==> src/rtl/video_timing_pkg.sv <==
// video_timing_pkg: shared 1080p60 raster constants, pattern codes and colour-bar palette
package video_timing_pkg;
    localparam int HR  = 1920;
    localparam int HFP = 88;
    localparam int HSW = 44;
    localparam int HBP = 148;
    localparam int VR  = 1080;
    localparam int VFP = 4;
    localparam int VSW = 5;
    localparam int VBP = 36;
    localparam int HT  = HR + HFP + HSW + HBP;
    localparam int VT  = VR + VFP + VSW + VBP;
    typedef enum logic [1:0] {
        PAT_BARS  = 2'd0,
        PAT_GREY  = 2'd1,
        PAT_CHECK = 2'd2,
        PAT_SOLID = 2'd3
    } pattern_e;
    localparam logic [23:0] WHITE   = 24'hFFFFFF;
    localparam logic [23:0] YELLOW  = 24'hFFFF00;
    localparam logic [23:0] CYAN    = 24'h00FFFF;
    localparam logic [23:0] GREEN   = 24'h00FF00;
    localparam logic [23:0] MAGENTA = 24'hFF00FF;
    localparam logic [23:0] RED     = 24'hFF0000;
    localparam logic [23:0] BLUE    = 24'h0000FF;
    localparam logic [23:0] BLACK   = 24'h000000;
    // index 0 is the leftmost bar
    localparam logic [7:0][23:0] BAR_COLOURS = {BLACK, BLUE, RED, MAGENTA, GREEN, CYAN, YELLOW, WHITE};
endpackage

==> src/rtl/raster_counter.sv <==
// raster_counter: free-running h/v raster counters with active, hsync and vsync decode
module raster_counter #(
    parameter int HR  = video_timing_pkg::HR,
    parameter int HFP = video_timing_pkg::HFP,
    parameter int HSW = video_timing_pkg::HSW,
    parameter int HBP = video_timing_pkg::HBP,
    parameter int VR  = video_timing_pkg::VR,
    parameter int VFP = video_timing_pkg::VFP,
    parameter int VSW = video_timing_pkg::VSW,
    parameter int VBP = video_timing_pkg::VBP
) (
    input  logic        clk,
    input  logic        rst,
    output logic [11:0] h_cnt,
    output logic [11:0] v_cnt,
    output logic        active,
    output logic        hsync,
    output logic        vsync
);
    localparam logic [11:0] H_LAST = 12'(HR + HFP + HSW + HBP - 1);
    localparam logic [11:0] V_LAST = 12'(VR + VFP + VSW + VBP - 1);
    logic [11:0] h_cnt_q, h_cnt_d, v_cnt_q, v_cnt_d;
    always_comb begin
        h_cnt_d = (h_cnt_q == H_LAST) ? '0 : h_cnt_q + 12'd1;
        v_cnt_d = (h_cnt_q != H_LAST) ? v_cnt_q : (v_cnt_q == V_LAST) ? '0 : v_cnt_q + 12'd1;
    end
    always_ff @(posedge clk or posedge rst) begin
        if (rst) begin
            h_cnt_q <= '0;
            v_cnt_q <= '0;
        end else begin
            h_cnt_q <= h_cnt_d;
            v_cnt_q <= v_cnt_d;
        end
    end
    assign h_cnt  = h_cnt_q;
    assign v_cnt  = v_cnt_q;
    assign active = h_cnt_q < 12'(HR) && v_cnt_q < 12'(VR);
    assign hsync  = h_cnt_q >= 12'(HR + HFP) && h_cnt_q < 12'(HR + HFP + HSW);
    assign vsync  = v_cnt_q >= 12'(VR + VFP) && v_cnt_q < 12'(VR + VFP + VSW);
endmodule

==> src/rtl/video_pattern_gen.sv <==
// video_pattern_gen: raster timing source with selectable test pattern and registered outputs
module video_pattern_gen
    import video_timing_pkg::*;
#(
    parameter int HR  = video_timing_pkg::HR,
    parameter int HFP = video_timing_pkg::HFP,
    parameter int HSW = video_timing_pkg::HSW,
    parameter int HBP = video_timing_pkg::HBP,
    parameter int VR  = video_timing_pkg::VR,
    parameter int VFP = video_timing_pkg::VFP,
    parameter int VSW = video_timing_pkg::VSW,
    parameter int VBP = video_timing_pkg::VBP
) (
    input  logic       pix_1x_clk,
    input  logic       reset_in,
    input  logic [1:0] pattern_sel,
    output logic       de,
    output logic       hsync,
    output logic       vsync,
    output logic       frame_start,
    output logic [7:0] red_out,
    output logic [7:0] green_out,
    output logic [7:0] blue_out
);
    logic [11:0] h_cnt, v_cnt;
    logic        active, hsync_c, vsync_c, origin;
    logic [2:0]  bar;
    logic [23:0] pix;
    pattern_e    sel_q, sel_d;
    logic        de_q, de_d, hsync_q, hsync_d, vsync_q, vsync_d, frame_start_q, frame_start_d;
    logic [23:0] rgb_q, rgb_d;
    raster_counter #(
        .HR(HR), .HFP(HFP), .HSW(HSW), .HBP(HBP),
        .VR(VR), .VFP(VFP), .VSW(VSW), .VBP(VBP)
    ) u_raster (
        .clk(pix_1x_clk),
        .rst(reset_in),
        .h_cnt(h_cnt),
        .v_cnt(v_cnt),
        .active(active),
        .hsync(hsync_c),
        .vsync(vsync_c)
    );
    // the pixel at (0,0) already uses the newly latched pattern so a frame is never mixed
    always_comb begin
        origin        = h_cnt == '0 && v_cnt == '0;
        sel_d         = origin ? pattern_e'(pattern_sel) : sel_q;
        bar           = 3'(h_cnt / 12'(HR / 8));
        pix           = sel_d == PAT_BARS  ? BAR_COLOURS[bar] :
                        sel_d == PAT_GREY  ? {3{h_cnt[10:3]}} :
                        sel_d == PAT_CHECK ? ((h_cnt[6] ^ v_cnt[6]) ? WHITE : BLACK) : WHITE;
        rgb_d         = active ? pix : BLACK;
        de_d          = active;
        hsync_d       = hsync_c;
        vsync_d       = vsync_c;
        frame_start_d = origin;
    end
    always_ff @(posedge pix_1x_clk or posedge reset_in) begin
        if (reset_in) begin
            sel_q         <= PAT_BARS;
            de_q          <= 1'b0;
            hsync_q       <= 1'b0;
            vsync_q       <= 1'b0;
            frame_start_q <= 1'b0;
            rgb_q         <= BLACK;
        end else begin
            sel_q         <= sel_d;
            de_q          <= de_d;
            hsync_q       <= hsync_d;
            vsync_q       <= vsync_d;
            frame_start_q <= frame_start_d;
            rgb_q         <= rgb_d;
        end
    end
    assign de          = de_q;
    assign hsync       = hsync_q;
    assign vsync       = vsync_q;
    assign frame_start = frame_start_q;
    assign red_out     = rgb_q[23:16];
    assign green_out   = rgb_q[15:8];
    assign blue_out    = rgb_q[7:0];
endmodule

==> config.mk <==
export PLATFORM = sky130hd
export DESIGN_NAME = video_pattern_gen
export DESIGN_NICKNAME = d
export VERILOG_FILES = /design/src/rtl/video_timing_pkg.sv /design/src/rtl/raster_counter.sv /design/src/rtl/video_pattern_gen.sv
export SDC_FILE = /design/constraint.sdc
export NUM_CORES = 1
export LEC_CHECK = 0
export BUFFER_PORTS_ARGS = -buffer_cell sky130_fd_sc_hd__buf_2
export CAP_MARGIN = 20
export CORE_ASPECT_RATIO = 0.8
export CORE_MARGIN = 4
export CORE_UTILIZATION = 39
export CTS_BUF_LIST = sky130_fd_sc_hd__clkbuf_8
export DETAILED_ROUTE_END_ITERATION = 12
export PLACE_DENSITY = 0.57
export SYNTH_ARGS = -nofsm -noshare
export SYNTH_HDL_FRONTEND = slang
export SYNTH_HIERARCHICAL = 1
export SYNTH_SLANG_ARGS = --single-unit
==> constraint.sdc <==
create_clock -name pix_1x_clk -period 3 [get_ports pix_1x_clk]
set_input_delay 0 -clock pix_1x_clk [delete_from_list [all_inputs] [get_ports pix_1x_clk]]
set_output_delay 0 -clock pix_1x_clk [all_outputs]
set_load 0.03 [all_outputs]
==> metrics.txt <==
status completed; Final setup viols 0; Met3 Wirelength 247 microns; Worst setup EP type flip-flop; Rel. slew slack 55.0%; CP Data Required Time 3.18 ns; Area Overhead vs Synth 13.3%; initial antenna violation count 0; # Max-Cap Violations 0; Final Hold Fails 0; # rows 27; clock root cell clkbuf_8; f_max around 0.44 GHz; vias 2,256; post-DR wirelength/cell 16.9 microns; grt ovf 0; WL met2 2770 microns; Static Leak 1.36 nW; post-synthesis mux area share 1.54%; R2R setup slack 0.74 ns; PnR worst setup slack 0.736 ns; Tot GR Track Use between 10% and 20%; main flop type after synthesis dfrtp_1; layout cells sized above 1 23.2%; most common cell after layout, fill and taps aside dfrtp_1; Netlist cell types 63; count of state elements after synthesis 54; total nets after synthesis between 200 and 300; Place WS 0.770 ns; top layer in use met4; clk buf depth 2; worst-margin pin slew 0.675 ns; first-pass GRT wire length 11,400 microns; Core Util, Final 46.9%; 1st-iter DRT viols 131; simple logic cell fraction of the synthesized area between 20% and 30%; DR pass1 iterations 4; Post-Synth Adder-Cell Area ~1.7%; Seq/Total Area, Yosys between 40% and 50%; Compound-Gate Fraction of Synth Area roughly 19%; CP Launch Type flip-flop; clock slew at reported path FFs 0.11 ns; non-filler instance count after layout just under 400; Post-CTS Setup Bufs 0; total die area 0.00898 sq mm; Diodes inserted 0; Synth Area in XOR/XNOR ~3.9%; Post-synth EDFFs 0; Core ar. 0.00709 sq mm; CTS buffer count 5; vias in the first global route 2,162; VDD IR-drop max around 0.18 mV; Antenna Nets Post-Route 0; Initial Utilization 41.4%; commonest non-fill, non-tap cells in the layout 54 x dfrtp_1, 31 x buf_2, 19 x a21oi_1; Layout Nets ~320; Critical Path AT 2.45 ns; placed cells 386; CTS tree built; Tcrit/Tclk final 75.5%; DR vias/cell 5.68; CP Class flip-flop to flip-flop; setup TNS 0 ns; Yosys warning total 6; Port Buf Inserts 31; DRC Markers 0; die height 85.6 microns; H-tree depth 2; main combinational cell family by area after synthesis simple AND/OR/NAND/NOR gates; final slew viol count 0; pin count of the biggest net entering global routing 25; Synth Area per Inst 10.7 sq um; Min-Delay Path Class input port to flip-flop; post_cts resized 0; Detailed Place HPWL 4820 microns; Clock Skew approximately 0.011 ns; M1 WL 3620 microns; unrepaired setup endpoints after global routing no; GP Congestion 0.828; Overall Power between 0.001 and 0.0015 W; Mapped Cells approximately 270; fraction of registers with async set/reset between 90% and 100%; Power Dens Cells between 400 and 500 mW/mm^2; CTS sink cnt 54; Final Critical Period 2.26 ns; I/O pins 32; die width roughly 100 microns; Post-Syn Area 0.00293 sq mm; Crit Path Max Fanout 20; WL final 6700 microns; clock latency at the later pin of the worst-skew pair 0.32 ns
==> synth_stat cells (2+ instances only) <==
cell | number | area [sq um]
a211oi_1 | 8 | 60.1
or3_1 | 3 | 18.8
a21o_1 | 3 | 22.5
o21ai_1 | 10 | 50.1
inv_1 | 10 | 37.5
a31oi_1 | 2 | 12.5
nor4_4 | 6 | 128
buf_4 | 2 | 15.0
buf_2 | 6 | 30.0
nand4_1 | 9 | 56.3
or4_1 | 2 | 15.0
nor3_1 | 3 | 15.0
and4_1 | 3 | 26.3
and2_1 | 2 | 12.5
nand2_1 | 18 | 67.6
ha_1 | 4 | 50.1
nand3_1 | 12 | 60.1
a21oi_1 | 19 | 95.1
mux2_1 | 3 | 33.8
o31ai_1 | 2 | 15.0
o21ai_0 | 14 | 70.1
o22ai_1 | 10 | 62.6
and3_1 | 7 | 43.8
xnor2_1 | 5 | 43.8
xor2_1 | 8 | 70.1
buf_6 | 2 | 22.5
dfrtp_1 | 54 | 1350
nor2_1 | 12 | 45.0
==> routing by layer <==
layer  up-vias  track usage (%)
li1       1101                -
met1      1108             24.5
met2        39             21.8
met3         8             2.71
met4         0             4.29
met5         -                0
==> per-stage QoR <==
step	cell area [sq um]	hold WS [ns]
2_1_floorplan	2930	0.0146
3_3_place_gp	3150	0.291
3_5_place_dp	3180	0.0602
4_1_cts	3300	0.00663
5_1_grt	3330	0.0277
6_report	3330	0.0191
==> where the power goes <==
part / switching, W / total [W] / internal (W)
clock: 0.000259 / 0.000433 / 0.000173
sequential: 0.00000674 / 0.000759 / 0.000752
combinational: 0.000101 / 0.000144 / 0.0000428
==> critical path, cell delays in order (launching register included) <==
cell	delay [ns]
dfrtp_1	0.78
nand3_1	0.17
or3_1	0.43
a21oi_1	0.57
o22ai_1	0.19
==> logic make-up after synthesis <==
logic type               Yosys count
AND/OR/NAND/NOR                   96
AO/OA/AOI/OAI                     83
flip-flops                        54
buffers and inverters             20
XOR/XNOR                          13
multiplexers                       4
adder cells (fa/ha/maj)            4
==> final timing paths <==
path	from	end	cells past startpoint
min	pattern_sel[1]	sel_q[1]$_DFF_PP0_	2
min in group asynchronous	reset_in	u_raster/v_cnt[9]$_DFFE_PP0N_	3
max in group asynchronous	reset_in	rgb_q[5]$_DFF_PP0_	4
max reg2reg	u_raster/h_cnt[6]$_DFF_PP0_	rgb_q[17]$_DFF_PP0_	4
max	u_raster/h_cnt[6]$_DFF_PP0_	rgb_q[17]$_DFF_PP0_	4
min reg2reg	sel_q[0]$_DFF_PP0_	sel_q[0]$_DFF_PP0_	1
==> flip-flops by register name, indices dropped and copies added, names as in the netlist <==
name / count
rgb_q: 24
u_raster/h_cnt: 12
u_raster/v_cnt: 12
sel_q: 2
de: 1
frame_start: 1
hsync: 1
vsync: 1
==> cell type report <==
cell class	count	area (sq um)
Fill cell	662	3770
Timing Repair Buffer	38	253
Multi-Input combinational cell	200	1480
Inverter	10	37.5
Tap cell	87	109
Clock buffer	5	68.8
Clock inverter	3	28.8
Sequential cell	54	1350
==> timing repair <==
item | in CTS | in global routing
hold endpoints to repair | 36 | 0
setup endpoints to repair | 0 | 0
hold buffers | 2 | 0
No activity file was read; power rests on OpenSTA's default activity.
